--- config.mk ---
export PLATFORM = sky130hd
export DESIGN_NAME = or_batch_sched
export DESIGN_NICKNAME = d
export VERILOG_FILES = /design/src/rtl/or_batch_sched.sv
export SDC_FILE = /design/constraint.sdc
export NUM_CORES = 1
export LEC_CHECK = 0
export ABC_AREA = 1
export CAP_MARGIN = 40
export CORE_AREA = 2 2 100 102
export CTS_BUF_LIST = sky130_fd_sc_hd__clkbuf_16
export DETAILED_ROUTE_END_ITERATION = 16
export DIE_AREA = 0 0 102 104
export PLACE_DENSITY = 0.89
export SLEW_MARGIN = 20
export SYNTH_ARGS = -nofsm -noshare
export SYNTH_HDL_FRONTEND = slang
export SYNTH_SLANG_ARGS = --single-unit
--- constraint.sdc ---
create_clock -name clk -period 5.38 [get_ports clk]
set_input_delay 1.345 -clock clk [delete_from_list [all_inputs] [get_ports clk]]
set_output_delay 1.345 -clock clk [all_outputs]
set_load 0.01 [all_outputs]
--- src/rtl/or_batch_sched.sv ---
// Purpose : round-robin scheduler that shares one OR-reduce accumulator among NUM_REQ requesters.
// Latency : 1 cycle to arbitrate, 1 word/cycle while granted, result registered 1 cycle after batch close.
// Backpress: result is held in DONE until out_ready; no new grant is issued while a result is pending.
//
// Ports:
//   clk, rst_n          clock, asynchronous active-low reset
//   req_valid/req_ready per-requester word handshake (req_ready is one-hot or zero)
//   req_data            requester r word at [BIT*r +: BIT]
//   req_last            final word of the requester's batch
//   out_valid/out_ready result handshake, outputs held stable while out_valid && !out_ready
//   out_data            OR of all accepted words in the batch
//   out_id              requester that owned the batch
//   out_count           number of words accepted (1..NUMBER_INPUT)
//   out_trunc           batch closed at NUMBER_INPUT words without req_last
//
// Optional feature: define OR_BATCH_SKIP_ZERO_EN to drop batches whose OR result is all-zero
// (the FSM returns straight to IDLE and the round-robin pointer still advances).
module or_batch_sched #(
  parameter int BIT          = 29,
  parameter int NUMBER_INPUT = 16,
  parameter int NUM_REQ      = 4,
  parameter int ID_W         = $clog2(NUM_REQ),
  parameter int CNT_W        = $clog2(NUMBER_INPUT + 1)
) (
  input  logic                   clk,
  input  logic                   rst_n,
  input  logic [NUM_REQ-1:0]     req_valid,
  input  logic [NUM_REQ*BIT-1:0] req_data,
  input  logic [NUM_REQ-1:0]     req_last,
  output logic [NUM_REQ-1:0]     req_ready,
  output logic                   out_valid,
  input  logic                   out_ready,
  output logic [BIT-1:0]         out_data,
  output logic [ID_W-1:0]        out_id,
  output logic [CNT_W-1:0]       out_count,
  output logic                   out_trunc
);

  typedef enum logic [1:0] {
    IDLE  = 2'd0,
    ACCUM = 2'd1,
    DONE  = 2'd2
  } state_t;

  state_t           state;
  state_t           state_nxt;

  logic [ID_W-1:0]  rr_ptr;
  logic [ID_W-1:0]  grant;
  logic [BIT-1:0]   acc;
  logic [CNT_W-1:0] cnt;

  logic [ID_W-1:0]  pick;
  logic             any_vld;
  int               idx;

  logic [BIT-1:0]   g_word;
  logic             g_vld;
  logic             g_last;
  logic             accept;
  logic             close;
  logic             load_out;
  logic [BIT-1:0]   acc_nxt;
  logic [CNT_W-1:0] cnt_nxt;
  logic [ID_W-1:0]  rr_nxt;

  // ---------------------------------------------------------------------------
  // Round-robin pick: first valid requester at or after rr_ptr, with wrap.
  // Scanning offsets from highest to lowest lets the smallest offset win.
  // ---------------------------------------------------------------------------
  always_comb begin
    pick    = rr_ptr;
    any_vld = 1'b0;
    idx     = 0;
    for (int i = NUM_REQ - 1; i >= 0; i--) begin
      idx = int'(rr_ptr) + i;
      if (idx >= NUM_REQ) begin
        idx = idx - NUM_REQ;
      end
      if (req_valid[idx]) begin
        pick    = ID_W'(idx);
        any_vld = 1'b1;
      end
    end
  end

  // ---------------------------------------------------------------------------
  // Granted lane view. Only the registered grant steers the datapath, so
  // non-granted requesters can never be accepted whatever they drive.
  // ---------------------------------------------------------------------------
  assign g_word  = req_data[int'(grant)*BIT +: BIT];
  assign g_vld   = req_valid[grant];
  assign g_last  = req_last[grant];

  assign accept  = (state == ACCUM) && g_vld;
  assign acc_nxt = acc | g_word;
  assign cnt_nxt = cnt + 1'b1;
  assign close   = accept && (g_last || (cnt_nxt == CNT_W'(NUMBER_INPUT)));
  assign rr_nxt  = (grant == ID_W'(NUM_REQ - 1)) ? '0 : grant + 1'b1;

  // req_ready decodes from state and grant registers only: no path from req_valid.
  always_comb begin
    req_ready = '0;
    if (state == ACCUM) begin
      req_ready[grant] = 1'b1;
    end
  end

  // ---------------------------------------------------------------------------
  // FSM: state register
  // ---------------------------------------------------------------------------
  always_ff @(posedge clk or negedge rst_n) begin
    if (!rst_n) begin
      state <= IDLE;
    end else begin
      state <= state_nxt;
    end
  end

  // ---------------------------------------------------------------------------
  // FSM: next state and result load strobe
  // ---------------------------------------------------------------------------
  always_comb begin
    state_nxt = state;
    load_out  = 1'b0;
    unique case (state)
      IDLE: begin
        if (any_vld) begin
          state_nxt = ACCUM;
        end
      end
      ACCUM: begin
        if (close) begin
`ifdef OR_BATCH_SKIP_ZERO_EN
          // An all-zero batch is dropped silently; it still consumed its turn.
          if (acc_nxt == '0) begin
            state_nxt = IDLE;
          end else begin
            state_nxt = DONE;
            load_out  = 1'b1;
          end
`else
          state_nxt = DONE;
          load_out  = 1'b1;
`endif
        end
      end
      DONE: begin
        if (out_ready) begin
          state_nxt = IDLE;
        end
      end
      default: begin
        state_nxt = IDLE;
      end
    endcase
  end

  // ---------------------------------------------------------------------------
  // Datapath and registered outputs
  // ---------------------------------------------------------------------------
  always_ff @(posedge clk or negedge rst_n) begin
    if (!rst_n) begin
      rr_ptr    <= '0;
      grant     <= '0;
      acc       <= '0;
      cnt       <= '0;
      out_valid <= 1'b0;
      out_data  <= '0;
      out_id    <= '0;
      out_count <= '0;
      out_trunc <= 1'b0;
    end else begin
      // out_valid mirrors "in DONE" one cycle early so it is a true flop output.
      out_valid <= (state_nxt == DONE);

      if ((state == IDLE) && any_vld) begin
        grant <= pick;
        acc   <= '0;
        cnt   <= '0;
      end

      if (accept) begin
        acc <= acc_nxt;
        cnt <= cnt_nxt;
      end

      if (close) begin
        rr_ptr <= rr_nxt;
      end

      // Result captured from the closing word directly, so out_valid follows
      // the last accept by exactly one cycle.
      if (load_out) begin
        out_data  <= acc_nxt;
        out_id    <= grant;
        out_count <= cnt_nxt;
        out_trunc <= ~g_last;
      end
    end
  end

endmodule

* After elaboration in Yosys (flattened, before gate mapping)
Cells that the tools add are included.
** Word-level totals
- Input bits :: 127
- Output and inout bits :: 42
- Bits in registers :: 78
- Word-level logic and storage cells :: 87
** Cells by class
- Equal/unequal tests :: 5
- Multiply operators :: 1
- Bitwise logic cells :: 2
- Mux-type cells :: 42
- Reduce and logical (&&, ||, !) cells :: 7
- Order comparisons :: 10
- Shift operators :: 1
- Add/subtract/negate cells :: 9
** Operator list (count)
- less-than comparator 32 x 4 -> 1 bit (second input constant) :: 4
- 2-to-1 mux 32 bit :: 4
- variable part select 116 x 8 -> 29 bit :: 1
- 2-to-1 mux 29 bit :: 2
- bitwise OR 29 bit :: 1
- 2-to-1 mux 1 bit :: 17
- 2-to-1 mux 2 bit :: 8
- binary-select mux 1 bit (select 2 bit) :: 6
- subtractor 3 x 3 -> 4 bit (second input constant) :: 3
- 2-to-1 mux 5 bit :: 2
- >= comparator 3 bit (second input constant) :: 3
- multiplier 2 x 5 -> 7 bit (second input constant) :: 1
- adder 2 x 2 -> 3 bit (second input constant) :: 2
- == test 2 bit (second input constant) :: 3
- case mux 2 bit (3 select lines) :: 1
- adder 5 x 1 -> 5 bit (second input constant) :: 1
- == test 5 bit (second input constant) :: 1
- logical AND 1 bit :: 4
- 2-to-1 mux 4 bit :: 1
- subtractor 2 x 3 -> 4 bit (second input constant) :: 1
- adder 2 x 1 -> 3 bit (second input constant) :: 1
- >= comparator 2 x 3 -> 1 bit (second input constant) :: 1
- less-than comparator 2 x 3 -> 1 bit (second input constant) :: 1
- adder 2 x 1 -> 2 bit (second input constant) :: 1
- other kinds (7) :: 7

* Longest topological paths before layout
Gate-level depths: netlist (run 1).
- Depth after elaboration :: 13
- Depth in mapped cells :: 13
- Mapped depth without buffers :: 11

* Worst setup path after synthesis (run 1)
No wires, ideal clock.
- Path type :: reg-to-output
- Start :: register grant[1]
- End :: output req_ready[0]
- Required time :: 4.035 ns
- Path slack :: 2.812 ns
- Buffers on the path :: 1
- Cell stages (with the launch flop) :: 6
- Data arrival time :: 1.223 ns
- Cells stage by stage :: dfrtp_1 inv_2 clkbuf_1 ha_1 inv_1 nor2_1
** Between the ends
- Word-level cells in the longest chain between the ends :: 5
- Elaborated cells between the ends (all ways) :: 6
- Those cells by class :: order compare: 2; mux: 3; reduce/logical: 1
** Ends and longest elaborated chain
- start: declaration :: RTL line 49 : logic [ID_W-1:0] grant;
- start signal: assignment :: RTL line 178 : grant <= pick;
- less-than comparator 2 x 3 -> 1 bit (implied by the code) / >= comparator 2 x 1 -> 1 bit (equally long branches) :: RTL line 105 : req_ready[grant] = 1'b1;
- logical AND 1 bit (implied by the code) :: RTL line 105
- 2-to-1 mux 1 bit (implied by the code) :: RTL line 105
- demux 1 bit (select 2 bit) (*) :: RTL line 105
- 2-to-1 mux 4 bit (*) :: RTL line 104 : if (state == ACCUM) begin
- end: declaration :: RTL line 30 : output logic [NUM_REQ-1:0] req_ready,
Every way passes the cells marked *; elsewhere a longest branch is shown, timed or not.

* Worst setup path after layout (run 1)
- Start :: register grant[0]
- End :: output req_ready[0]
The elaborated chain is that of the path after synthesis.

==> results of run 1 <==
[kinds of logic (layout without fill, tap and decap cells)]
group | after synthesis | in the layout | synth area share [%]
AO/OA/AOI/OAI | 103 | 103 | 14.3
AND/OR/NAND/NOR | 333 | 333 | 30.0
adder cells (fa/ha/maj) | 5 | 5 | 1.41
buffers and inverters | 88 | 239 | 9.64
flip-flops | 78 | 78 | 44.1
XOR/XNOR | 2 | 2 | 0.565
[sequential cells by signal, indices dropped and copies added, names as in the netlist]
register and cells:
out_trunc 1, out_valid 1, acc 29, grant 2, out_id 2, out_count 5
rr_ptr 2, out_data 29, cnt 5, state 2
[power groups by stage]
stage | clock network [µW] | registers, µW | logic, µW
after floorplan | 0 | 1070 | 1380
after global placement | 0 | 1040 | 1990
after detailed placement | 0 | 1040 | 2090
after CTS | 751 | 1040 | 2110
after global routing | 775 | 1070 | 2390
final | 741 | 1040 | 2120
[area by class of cell]
| type | instances | area (µm²) | area share (%) |
|---|---|---|---|
| sequential | 78 | 1950 | 30.1 |
| timing repair buffer | 174 | 1750 | 27.0 |
| clock buffer | 9 | 225 | 3.47 |
| clock inverter | 7 | 146 | 2.26 |
| tap | 133 | 166 | 2.57 |
| multi-input combinational | 443 | 2060 | 31.8 |
| inverter | 49 | 184 | 2.84 |
[cells in the final DEF, fill, tap and decap left out, drive strengths merged]
cell type	instances
xor2	1
clkinv	4
a21oi	5
clkdlybuf4s50	167
nand3	49
a31oi	1
o21ai	67
nand3b	1
bufinv	4
clkbuf	9
xnor2	1
nor2	129
a22o	1
ha	5
inv	48
buf	7
o311ai	29
nand2	153
nand4	1
dfrtp	78
[worst paths after layout]
kind | slack, ns | from | cells past startpoint | to
max | 1.61 | grant[0]$_DFFE_PN0P_ | 6 | req_ready[0]
min | 0.49 | out_data[22]$_DFFE_PN0P_ | 2 | out_data[22]$_DFFE_PN0P_
max reg2reg | 2.73 | grant[0]$_DFFE_PN0P_ | 9 | out_count[3]$_DFFE_PN0P_
min reg2reg | 0.49 | out_data[22]$_DFFE_PN0P_ | 2 | out_data[22]$_DFFE_PN0P_
max in group asynchronous | 3.81 | rst_n | 2 | grant[0]$_DFFE_PN0P_
min in group asynchronous | 0.97 | rst_n | 1 | out_count[4]$_DFFE_PN0P_
[cells in the mapped netlist]
cell / instances
nand2_1: 151
xnor2_2: 1
buf_2: 14
clkinv_1: 1
ha_1: 5
o311ai_1: 7
buf_1: 1
a21oi_1: 4
buf_6: 9
nand2_4: 1
o21ai_1: 32
dfrtp_1: 78
a21oi_2: 1
o21ai_0: 35
a31oi_1: 1
nand3_1: 49
clkbuf_1: 12
nand4_1: 1
inv_2: 5
nand3b_1: 1
buf_4: 3
inv_1: 43
a22o_2: 1
nand2_2: 1
o311ai_0: 22
xor2_1: 1
nor2_1: 129
[stage by stage]
stage,total power [µW],setup slack (ns)
2_1_floorplan,2450,2.81
3_3_place_gp,3030,1.85
3_5_place_dp,3130,1.76
4_1_cts,3900,1.60
5_1_grt,4230,1.47
6_report,3900,1.61
[critical path: cells and delay by family, from the launching register on]
family | cells | cell delay [ns]
buffers and inverters | 4 | 1.30
flip-flops | 1 | 0.41
adder cells (fa/ha/maj) | 1 | 0.25
AND/OR/NAND/NOR | 1 | 0.14
[layer usage]
| layer | global-route usage, % | vias to the layer above | part of all wire [%] |
|---|---|---|---|
| met3 | 5.78 | 32 | 7.5 |
| met5 | 0 | - | 0 |
| li1 | - | 2271 | - |
| met2 | 43.4 | 199 | 50 |
| met4 | 8.76 | 0 | 2.0 |
| met1 | 29.7 | 2210 | 40 |
==> flow_summary.toml, run 1 <==
[clock_tree]
htree_levels = 3
cts_setup_buffers = 0
hold_buffers = 0
clock_latency_ns = 0.33
cts_root_buffer = "clkbuf_16"
ctsResizeCount = 0
cts_buffers = 9
clk_pin_slew_ns = 0.06
cts_tree = "built"
cts_buffer_depth = 2
cts.sinks = 78

[global_route]
grt_max_degree = 68
grt_use_total_pct = 24.9
grt_overflow = 0
grt_pass1_wl_um = 21200
antenna_found_initial = 0
grt_pass1_vias = 4671

[critical_path]
crit_path_max_fanout = 55
cp.required_ns = 4.03
crit_arrival_ns = 2.42
endpoint_kind = "output port"
crit_type = "reg -> out"
slowest_delay_ns = 0.56
critPathSlowestCell = "clkdlybuf4s50_1"
crit_chain = "inv_2 -> buf_4 -> ha_1 -> inv_1 -> nor2_1 -> clkdlybuf4s50_1"
start_kind = "register"

[routing]
firstDrtPassIters = 7
viasPerCell = 5.28
drtAntennaViolNets = 0
wire_per_inst_um = 14.7
drc = 0
dr_total_vias = 4712
wl_um = 13100
drtIter0Drc = 251

[final_layout]
num-nets-final = 887
fill_cells = 797
syn2layout_area_growth_pct = 46.4
final_core_util_pct = 67.9
design_area_um2 = 6480
num_antenna_cells = 0
layout-drive-gt1-share_pct = 4.61
instances_no_fill = 893

[power_and_ir_drop]
power.switching_uw = 1680
pwr-share-seq_pct = 26.6
p_per_area_nw_per_um2 = 602
leakage_uw = 0.00299
swShare_pct = 43.1
clkPwrFrac_pct = 19.0
internal_power_uw = 2220
ir_drop_uv = 251
p_comb_share_pct = 54.4

[place]
io_buffers = 168
dp_cells = 876
place_hpwl_um = 8980
dpl_cell_area_um2 = 6090
gp_congestion = 0.830

[timing]
fin_hold_ws_ns = 0.486
fmaxAchievable_ghz = 0.265
setup_viol_count_final = 0
tns_ns = 0
finalHoldViolCount = 0
relSlewSlack_pct = 53.2
period_minus_slack_ns = 3.77
fin_skew_ns = 0.00664
tightestPinTransition_ns = 0.702
drv_slew = 0
period_share_pct = 70.0
rsz0062_at_grt = "false"

[worst_hold_path]
holdCritPathClass = "reg -> reg"

[synth]
yosysSeqAreaShare_pct = 44.1
syn-num-nets = 741
yosys.area.top_type_share_pct = 44.1
avgSynthCellArea_um2 = 7.27
ys_top_cells_by_area = "dfrtp_1, nand2_1, nor2_1"
synth_cell_types = 27
synth_cells = 609
ys_ff_latch = 78
synth_warnings = 0
synth_area_um2 = 4430
yosys.area.top_type = "dfrtp_1"

[floorplan]
die_area_um2 = 10600
start_util_pct = 46.4
row_count = 36
core_area_um2 = 9550
fp.dieH_um = 104
io_pins = 169
fp.dieW_um = 102

[status]
status = "finished, final reports clean"

[job]
maxCapViolCount = 0
No activity file was read; power rests on OpenSTA's default activity.
==> inputs of run 2 (changes only) <==
Settings changed: CORE_AREA 2 2 100 102 to 2 2 103 105, DIE_AREA 0 0 102 104 to 0 0 105 107, PLACE_DENSITY 0.89 to 0.85.
Clock period 5.38 ns to 3.8 ns, I/O delays scaled along.
==> run 2 against run 1 <==
Compared with the run above:
- clock power rose by 12%
- register-to-register slack got worse by 1.8 ns
- via count fell by 1.6%
- critical endpoint unchanged
- highest routed layer unchanged
==> flow_summary.toml, run 2 (synthesis gave the netlist of run 1 again) <==
[clock_tree]
htree_levels = 3
cts_setup_buffers = 0
cts_root_buffer = "clkbuf_16"
cts_buffer_depth = 2
cts.sinks = 78
cts_buffers = 9
clk_pin_slew_ns = 0.06
clock_latency_ns = 0.33
ctsResizeCount = 0
cts_tree = "built"
hold_buffers = 0

[critical_path]
endpoint_kind = "output port"
start_kind = "register"
reg2reg_slack_ns = 0.90
reg2regPathDepth = 9
crit_start = "grant[1]$_DFFE_PN0P_"
crit_arrival_ns = 2.11
reg2reg_to = "out_id[1]$_DFFE_PN0P_"
crit_type = "reg -> out"
cp.required_ns = 2.85
crit_path_max_fanout = 19
critPathCapture = "req_ready[0]"
regToRegStartpoint = "grant[1]$_DFFE_PN0P_"

[final_layout]
layout-drive-gt1-share_pct = 4.72
syn2layout_area_growth_pct = 45.4
largest_registers = "acc x29, out_data x29"
design_area_um2 = 6440
num-nets-final = 890
num_antenna_cells = 0
final_core_util_pct = 63.8
mostFrequentLayoutCells = "clkdlybuf4s50_1, nand2_1, nor2_1"
final_common_cell = "clkdlybuf4s50_1"

[global_route]
grt_pass1_wl_um = 21400
grt_use_total_pct = 23.3
grt_pass1_vias = 4617
use_met1_pct = 29.1
top_usage_layer = "met2"
gr-usage-met2_pct = 40.9
grt_overflow = 0
grtUsageMet3_pct = 4.32
grt_max_degree = 48
antenna_found_initial = 0

[power_and_ir_drop]
leakage_uw = 0.00297
p_per_area_nw_per_um2 = 827
ir_drop_uv = 383
finalPower_uw = 5330

[worst_hold_path]
holdCritPathClass = "reg -> reg"

[timing]
fmaxAchievable_ghz = 0.327
period_share_pct = 80.4
fin_skew_ns = 0.00781
tns_ns = 0
finalHoldViolCount = 0
period_minus_slack_ns = 3.06
rsz0062_at_grt = "false"
tightestPinTransition_ns = 0.640
relSlewSlack_pct = 57.3
setup_viol_count_final = 0
drv_slew = 0
fin_hold_ws_ns = 0.483

[floorplan]
row_count = 37
io_pins = 169
fp.dieH_um = 107
fp.dieW_um = 105
die_area_um2 = 11200
start_util_pct = 43.9
core_area_um2 = 10100

[job]
maxCapViolCount = 0

[place]
io_buffers = 168
dpl_cell_area_um2 = 6120
place_hpwl_um = 9370
gp_congestion = 0.824

[routing]
drtAntennaViolNets = 0
wire_per_inst_um = 14.5
drc = 0
wl_um = 13000
dr_total_vias = 4637
drtIter0Drc = 260
firstDrtPassIters = 5
viasPerCell = 5.16

[status]
status = "finished, final reports clean"
[run 2: cell count changes in the layout (fill, tap and decap cells not counted)]
cell | previous run | this run
clkinv_4 | 3 | 1
buf_16 | 0 | 1
clkinv_2 | 0 | 1
clkinv_1 | 1 | 2
clkinvlp_4 | 0 | 2
buf_4 | 5 | 8
buf_12 | 2 | 1
bufinv_16 | 4 | 1
inv_1 | 43 | 44
[run 2: worst min-delay path by stage]
stage	startpoint	end	cells past startpoint
floorplan	acc[0]$_DFFE_PN0P_	acc[0]$_DFFE_PN0P_	2
global placement	out_trunc$_DFFE_PN0P_	out_trunc$_DFFE_PN0P_	2
detailed placement	out_data[12]$_DFFE_PN0P_	out_data[12]$_DFFE_PN0P_	2
CTS	out_data[12]$_DFFE_PN0P_	out_data[12]$_DFFE_PN0P_	2
global route	out_data[11]$_DFFE_PN0P_	out_data[11]$_DFFE_PN0P_	2
finish	out_data[12]$_DFFE_PN0P_	out_data[12]$_DFFE_PN0P_	2
[run 2: report_power, final]
group	switching, µW	total [µW]	internal, µW
Sequential	293	1550	1250
Combinational	1740	2950	1210
Clock	325	828	503
Total	2360	5320	2970
[run 2: cell type report]
class / instances / area (µm²)
fillers: 910 / 3650
multi-input cells: 443 / 2060
flip-flops and latches: 78 / 1950
repair buffers: 177 / 1780
clock buffers: 9 / 225
inverters: 49 / 184
well taps: 136 / 170
clock inverters: 7 / 66.3
[run 2: critical path, cell delays in order, from the launching register on]
cell and delay, ns:
dfrtp_1 0.75, inv_2 0.20, ha_1 0.25, inv_1 0.06, nor2_1 0.04, clkdlybuf4s50_1 0.48
[run 2: per-layer routing]
metal	share of wire, %	wire length (µm)
met3	5.1	670
met2	51	6570
met4	1.6	213
met1	43	5560
met5	0	0
[run 2: per-stage QoR]
| stage | setup slack, ns | std cells |
|---|---|---|
| 4_1_cts | 0.666 | 898 |
| 3_5_place_dp | 0.565 | 882 |
| 5_1_grt | 0.595 | 899 |
| 6_report | 0.744 | 899 |
| 2_1_floorplan | 1.63 | 609 |
| 3_3_place_gp | 0.704 | 881 |
==> inputs of run 3 (changes only) <==
Settings changed: CORE_AREA 2 2 103 105 to 2 2 109 111, DIE_AREA 0 0 105 107 to 0 0 111 113, PLACE_DENSITY 0.85 to 0.8.
Clock period 3.8 ns to 2.6 ns, I/O delays scaled along.
==> run 3 against run 2 <==
Compared with the run above:
- worst setup slack got worse by 0.54 ns
- total power rose by 48%
- wire length fell by 3.2%
- critical path type unchanged
==> flow_summary.toml, run 3 (synthesis gave the netlist of run 1 again) <==
[timing]
fin_skew_ns = 0.00826
finalHoldViolCount = 0
rsz0062_at_grt = "false"
setup_viol_count_final = 0
relSlewSlack_pct = 64.1
fmaxAchievable_ghz = 0.418
drv_slew = 0
fin_ws_ns = 0.208
tns_ns = 0
period_share_pct = 92.0
tightestPinTransition_ns = 0.531
period_minus_slack_ns = 2.39

[floorplan]
io_pins = 169
row_count = 39
fp.dieW_um = 111
fp.dieH_um = 113
core_area_um2 = 11300
start_util_pct = 39.3
die_area_um2 = 12500

[routing]
wire_per_inst_um = 13.8
viasPerCell = 5.07
firstDrtPassIters = 5
wl_um = 12600
drtAntennaViolNets = 0
drc = 0
drtIter0Drc = 310
dr_total_vias = 4623

[critical_path]
reg2reg_slack_ns = 0.60
critPathCapture = "req_ready[0]"
reg2regPathDepth = 8
crit_start = "grant[0]$_DFFE_PN0P_"
crit_type = "reg -> out"
cp.required_ns = 1.95
start_kind = "register"
crit_arrival_ns = 1.74
crit_path_max_fanout = 5
regToRegStartpoint = "grant[0]$_DFFE_PN0P_"
endpoint_kind = "output port"
reg2reg_to = "out_data[26]$_DFFE_PN0P_"

[power_and_ir_drop]
p_comb_share_pct = 56.5
finalPower_uw = 7900
power.switching_uw = 3410
pwr-share-seq_pct = 27.2
clkPwrFrac_pct = 16.3
ir_drop_uv = 696
p_per_area_nw_per_um2 = 1220
swShare_pct = 43.2
leakage_uw = 0.00302
internal_power_uw = 4490

[final_layout]
largest_registers = "acc x29, out_data x29"
fill_cells = 1007
final_common_cell = "clkdlybuf4s50_1"
layout-drive-gt1-share_pct = 5.46
mostFrequentLayoutCells = "clkdlybuf4s50_1, nand2_1, nor2_1"
syn2layout_area_growth_pct = 46.8
seqCellArea_um2 = 1950
multiInputGateArea_um2 = 2060
num_antenna_cells = 0
num-nets-final = 896

[clock_tree]
ctsResizeCount = 0
cts_tree = "built"
cts_setup_buffers = 0
clock_latency_ns = 0.33
cts_buffers = 9
cts_root_buffer = "clkbuf_16"
cts_buffer_depth = 2
clk_pin_slew_ns = 0.06
cts.sinks = 78
htree_levels = 3
hold_buffers = 0

[global_route]
grt_use_total_pct = 20.2
grt_overflow = 0
antenna_found_initial = 0
grt_pass1_wl_um = 20900
grt_pass1_vias = 4530
grt_max_degree = 45

[status]
status = "finished, final reports clean"

[place]
place_hpwl_um = 9250
dp_slack_ns = 0.237
gp_congestion = 0.824
io_buffers = 168

[job]
maxCapViolCount = 0

[worst_hold_path]
holdCritPathClass = "in -> async"
run 3: cell types whose count changed in the layout (fill, tap and decap cells not counted), sizes merged:
cell / delta
buf: +6
inv: +1
clkinvlp: -2
bufinv: +1
run 3: worst min path at each step:
stage | cells past startpoint | to | from | slack [ns]
floorplan | 0 | acc[0]$_DFFE_PN0P_ | rst_n | 0.35
global placement | 2 | out_trunc$_DFFE_PN0P_ | out_trunc$_DFFE_PN0P_ | 0.46
detailed placement | 2 | out_data[6]$_DFFE_PN0P_ | out_data[6]$_DFFE_PN0P_ | 0.47
CTS | 1 | cnt[3]$_DFFE_PN0P_ | rst_n | 0.29
global route | 1 | out_count[4]$_DFFE_PN0P_ | rst_n | 0.32
finish | 1 | out_trunc$_DFFE_PN0P_ | rst_n | 0.28
run 3: power groups by stage:
stage	Combinational [µW]	Clock (µW)	Sequential (µW)
after CTS	4480	1310	2150
after floorplan	2850	0	2220
after detailed placement	4460	0	2150
after global placement	4300	0	2150
after global routing	5000	1370	2220
final	4460	1290	2150
run 3: worst max-delay path, cell delays in order, from the launching register on:
cell and delay [ns]:
dfrtp_2 0.44, inv_2 0.09, ha_1 0.15, inv_1 0.04
nor2_1 0.14, clkdlybuf4s50_1 0.55
run 3: per-layer routing:
layer	part of all wire [%]	vias up	GRT usage, %
li1	-	2286	-
met1	43	2133	25.2
met2	48	182	34.3
met3	6.6	22	4.55
met4	2.5	0	8.17
met5	0	-	0
run 3: through the flow:
stage / std cells / instance area (µm²) / hold slack [ns] / utilization (%)
CTS: 912 / 6500 / 0.295 / 57.7
global route: 912 / 6500 / 0.321 / 57.7
finish: 912 / 6500 / 0.283 / 57.7
floorplan: 609 / 4430 / 0.354 / -
detailed placement: 896 / 6190 / 0.465 / 54.9
global placement: 896 / 6190 / 0.463 / 54.9
run 3: layout make-up:
type                       count  area share (%)
clock buffer                   9            3.46
clock inverter                 7            1.27
timing repair buffer         183            27.9
sequential                    78            30.0
tap                          143            2.75
inverter                      49            2.83
multi-input combinational    443            31.7
